==> config.mk <==
export PLATFORM = sky130hd
export DESIGN_NAME = imem_fetch_ctrl
export DESIGN_NICKNAME = d
export VERILOG_FILES = /design/src/rtl/imem_fetch_ctrl.sv
export SDC_FILE = /design/constraint.sdc
export NUM_CORES = 1
export LEC_CHECK = 0
export ABC_AREA = 1
export CORE_MARGIN = 2
export CORE_UTILIZATION = 50
export CTS_CLUSTER_SIZE = 8
export DETAILED_ROUTE_END_ITERATION = 8
export GPL_TIMING_DRIVEN = 0
export PLACE_DENSITY = 0.9
export SLEW_MARGIN = 20
export SYNTH_ARGS = -nofsm -noshare
export SYNTH_HDL_FRONTEND = slang
export SYNTH_SLANG_ARGS = --single-unit
==> constraint.sdc <==
create_clock -name clk -period 3.1 [get_ports clk]
set_input_delay 0.31 -clock clk [delete_from_list [all_inputs] [get_ports clk]]
set_output_delay 0.31 -clock clk [all_outputs]
set_load 0.01 [all_outputs]
==> src/rtl/imem_fetch_ctrl.sv <==
// Fetch sequencer between the PC / Fetch-Decode registers and a variable-latency
// instruction memory with a req/ack handshake. Turns memory wait cycles into fetch
// stalls and Decode bubbles, merges them with hazard-unit requests, discards
// wrong-path returns after an Execute redirect and counts memory stall cycles.
module imem_fetch_ctrl #(
    parameter int               WIDTH = 32,
    parameter logic [WIDTH-1:0] NOP   = 32'h00000013
) (
    input  logic             clk,
    input  logic             reset,
    input  logic [WIDTH-1:0] PCF,
    input  logic             PCSrcE,
    input  logic             HazStallF,
    input  logic             HazStallD,
    input  logic             HazFlushD,
    output logic             imem_req,
    output logic [WIDTH-1:0] imem_addr,
    input  logic             imem_ack,
    input  logic [WIDTH-1:0] imem_rdata,
    output logic [WIDTH-1:0] InstrF,
    output logic             StallF,
    output logic             StallD,
    output logic             FlushD,
    output logic [31:0]      stall_cnt
);

    typedef enum logic [1:0] {
        IDLE = 2'd0,
        REQ  = 2'd1,
        HOLD = 2'd2,
        DROP = 2'd3
    } state_t;

    state_t           state_q, state_d;
    logic [WIDTH-1:0] addr_q, addr_d;
    logic [WIDTH-1:0] ibuf_q, ibuf_d;
    logic [31:0]      stall_cnt_q, stall_cnt_d;
    logic             cnt_inc;

    function automatic logic [31:0] sat_inc(input logic [31:0] v);
        return (v == 32'hFFFF_FFFF) ? v : v + 32'd1;
    endfunction

    // State, outstanding address, buffered instruction and stall counter
    always_ff @(posedge clk or negedge reset) begin
        if (!reset) begin
            state_q     <= IDLE;
            addr_q      <= '0;
            ibuf_q      <= NOP;
            stall_cnt_q <= '0;
        end else begin
            state_q     <= state_d;
            addr_q      <= addr_d;
            ibuf_q      <= ibuf_d;
            stall_cnt_q <= stall_cnt_d;
        end
    end

    // Mealy next-state and output decode; defaults are the "no valid fetch" values
    always_comb begin
        state_d   = state_q;
        addr_d    = addr_q;
        ibuf_d    = ibuf_q;
        cnt_inc   = 1'b0;
        imem_req  = 1'b0;
        imem_addr = addr_q;
        InstrF    = NOP;
        StallF    = 1'b1;
        StallD    = 1'b0;
        FlushD    = 1'b1;

        case (state_q)
            IDLE: begin
                state_d = REQ;
            end
            REQ: begin
                imem_req  = 1'b1;
                imem_addr = PCF;
                addr_d    = PCF;
                if (imem_ack) begin
                    if (PCSrcE) begin
                        // Wrong-path data: let the PC take the target, bubble Decode
                        StallF = 1'b0;
                    end else begin
                        InstrF = imem_rdata;
                        StallF = HazStallF;
                        StallD = HazStallD;
                        FlushD = HazFlushD;
                        if (HazStallF) begin
                            ibuf_d  = imem_rdata;
                            state_d = HOLD;
                        end
                    end
                end else begin
                    cnt_inc = 1'b1;
                    if (PCSrcE) begin
                        // Request stays on the bus (PCF moves), so remember to drop it
                        StallF  = 1'b0;
                        state_d = DROP;
                    end else if (HazStallD) begin
                        StallD = 1'b1;
                        FlushD = HazFlushD;
                    end
                end
            end
            HOLD: begin
                if (PCSrcE) begin
                    StallF  = 1'b0;
                    state_d = REQ;
                end else begin
                    InstrF = ibuf_q;
                    StallF = HazStallF;
                    StallD = HazStallD;
                    FlushD = HazFlushD;
                    if (!HazStallF) begin
                        state_d = REQ;
                    end
                end
            end
            DROP: begin
                // Keep the abandoned request stable until memory completes it
                imem_req = 1'b1;
                cnt_inc  = 1'b1;
                if (imem_ack) begin
                    state_d = REQ;
                end
            end
            default: begin
                state_d = IDLE;
            end
        endcase

        stall_cnt_d = cnt_inc ? sat_inc(stall_cnt_q) : stall_cnt_q;
    end

    assign stall_cnt = stall_cnt_q;

endmodule

==> flow_summary_export.csv <==
group,metric,value,unit
setup_path,reg2reg_from,"stall_cnt[0]",
synthesis,syn_inst,678,
pwr,p_leak,3.22,nW
timing,hold_violations,0,
grt,grt_max_degree,72,
drt,drc,0,
timing,clock_skew,9.06,ps
setup_path,reg2reg_depth,11,
clock_tree,cts_max_level,3,
clock_tree,cts_tree,"built",
setup_path,worstPathRequired,2790,ps
timing,final-setup-viol-count,0,
cells_and_area,seqCellArea,2460,um^2
drt,vias,5210,
place,gp_congestion,0.952,
grt,grt_use_total,0.261,
place,io_buffers,169,
grt,grt-ovfl-total,0,
setup_path,arrival,2590,ps
drt,antenna_left,0,
clock_tree,clk_pin_slew,90,ps
floorplanning,rows,37,
synthesis,synth_nets,754,
grt,antenna_found_initial,0,
grt,grt_pass1_wl,23400,um
synthesis,synth_top_cell_by_area,"dfrtp_1",
job,drv_cap,0,
setup_path,rr_endpoint,"stall_cnt[22]",
pwr,pwr_density_cell,791,nW/um^2
setup_path,cpLargestDelayFamily,"buffers and inverters",
floorplanning,die_y,106,um
drt,drtPass1Iterations,5,
timing,tns,0,ps
timing,max_slew.worst_pin.slew,516,ps
synthesis,yosys-top-cells-count,"297 x nand2_1, 95 x dfrtp_1, 49 x nor2_1",
synthesis,synth-async-reset-ratio,1.00,
drt,wl_per_cell,14.6,um
synthesis,syn-cell-area,5220,um^2
synthesis,yosysWarnings,0,
synthesis,synth_edf_count,0,
pwr,ir_drop,0.000381,V
synthesis,yosysMostFrequentCell,"nand2_1",
clock_tree,numCtsBuffers,9,
cells_and_area,area_growth,40.7,%
timing,fin_crit,2900,ps
cells_and_area,multi_input_area,2490,um^2
clock_tree,cts_sinks,98,
clock_tree,cts_root_buf,"clkbuf_8",
min_path,hold_path.class,"in2async",
floorplanning,core,10200,um^2
synthesis,synth_ff_type,"dfrtp_1",
place,dp_hpwl,10700,um
floorplanning,initial_core_util,0.510,
setup_path,crit_top_cell,"nand2_1",
synthesis,ys_seq_area_frac,0.471,
floorplanning,die_w,106,um
setup_path,crit_type,"reg2out",
timing,maxSlewViolCount,0,
setup_path,path_cells,"inv_1 -> ha_1 -> clkbuf_2 -> clkbuf_1 -> nand2_1 -> nand2_1 -> clkdlybuf4s50_1",
cells_and_area,drive_above_1_share,0.0832,
clock_tree,cts.path.max_buffers,2,
setup_path,end_kind,"output pin",
clock_tree,clk_latency,370,ps
synthesis,synth_top_cell_area_share,0.456,
setup_path,path_buf_inv,4,
setup_path,start_kind,"flop",
pwr,total_power,5.80,mW
cells_and_area,n_antenna_cell,0,
grt,grt_pass1_vias,4855,
cells_and_area,final_util,0.717,
synthesis,yosys-top-cells-area,"dfrtp_1 46%, nand2_1 21%, mux2_2 6.9%",
setup_path,max_stage_delay,580,ps
timing,min_period_over_period,0.936,
drt,viasPerCell,5.20,
timing,slew_headroom,0.656,
floorplanning,die_area,11300,um^2
synthesis,ys_ff_latch,98,
timing,max_freq,0.345,GHz
place,place_area,7110,um^2
status,status,"complete, no violations",
cells_and_area,fin_area,7340,um^2
cells_and_area,final_nets,936,
setup_path,r2r_setup_slack,1150,ps
clock_tree,post_cts_buffers,0,
cells_and_area,fillers,810,
timing,rsz0062_at_grt,"false",
drt,drt_iter0_drc,358,
floorplanning,pin_count,171,
setup_path,cp_slowest_cell,"clkdlybuf4s50_1",
synthesis,synth_cell_types,29,
setup_path,path_max_fanout,10,
synthesis,avgSynthCellArea,7.70,um^2
drt,wl,14600,um
## timing repair
item | in CTS | in global routing
gates resized for setup | 1 | 2
hold endpoints to repair | 27 | 0
endpoints found under the setup margin | 9 | 8
hold buffers | 1 | 0
## logic make-up (layout without fill, tap and decap cells)
| kind of cell | count (synthesis) | count (layout) | share of synthesized area |
|---|---|---|---|
| DFF | 98 | 98 | 0.471 |
| adders and majority gates | 5 | 5 | 0.0120 |
| buffers and inverters | 65 | 252 | 0.0513 |
| and+or+nand+nor | 418 | 418 | 0.330 |
| xor gates and xnor gates | 10 | 10 | 0.0168 |
| AOI/OAI and AO/OA | 50 | 50 | 0.0496 |
| muxes | 32 | 32 | 0.0691 |
## final cells by class
type	count	share of cell area
multi-input combinational	515	0.340
sequential	98	0.335
inverter	38	0.0198
clock buffer	12	0.0198
buffer	27	0.0170
tap	136	0.0232
timing repair buffer	171	0.236
clock inverter	4	0.0101
## registers in the layout, indices dropped and copies added (netlist names)
name	cells
ibuf_q	32
stall_cnt	32
addr_q	32
state_q	2
## cells in the final DEF (no fill, tap or decap), types with 3 or more instances in the layout
cell / n
clkbuf_8: 10
nor2_1: 49
dfstp_2: 3
dfrtp_1: 95
clkbuf_1: 18
buf_2: 5
nand2_1: 297
nand3b_1: 5
xnor2_1: 4
mux2_2: 32
xor2_1: 6
nor2_4: 3
nand4_1: 8
nor2_2: 3
a21oi_1: 34
nand2_4: 3
clkdlybuf4s50_1: 168
inv_1: 36
ha_1: 5
o21ai_0: 13
nand3_1: 48
## worst max-delay path by stage
stage | from | to | slack (ps) | depth (start not counted)
4_1_cts | state_q[1] | FlushD | 110 | 5
6_report | state_q[1] | imem_addr[21] | 200 | 7
2_1_floorplan | state_q[1] | InstrF[11] | 1240 | 6
3_3_place_gp | reset | addr_q[6] | -2070 | 1
5_1_grt | state_q[1] | FlushD | 3 | 5
3_5_place_dp | state_q[1] | InstrF[19] | 370 | 7
## layer usage
| metal | up-vias | routed length, um | global-route usage |
|---|---|---|---|
| met2 | 259 | 7060 | 0.439 |
| met5 | - | 0 | 0 |
| met3 | 31 | 1150 | 0.0307 |
| met4 | 0 | 371 | 0.112 |
| met1 | 2401 | 6040 | 0.341 |
| li1 | 2519 | - | - |
## through the flow
stage / cells / worst slack, ps / hold WS, ps
2_1_floorplan: 678 / 1240 / 14.4
3_3_place_gp: 983 / -2070 / 450
3_5_place_dp: 984 / 365 / 205
4_1_cts: 1001 / 110 / 367
5_1_grt: 1001 / 3.04 / 410
6_report: 1001 / 199 / 379
## power breakdown
group,switching (mW),leakage [nW],internal (mW)
Sequential,0.212,1.24,1.75
Combinational,1.53,1.87,1.39
Clock,0.445,0.111,0.480
Total,2.18,3.22,3.62
Power figures use the tool's default switching activity.
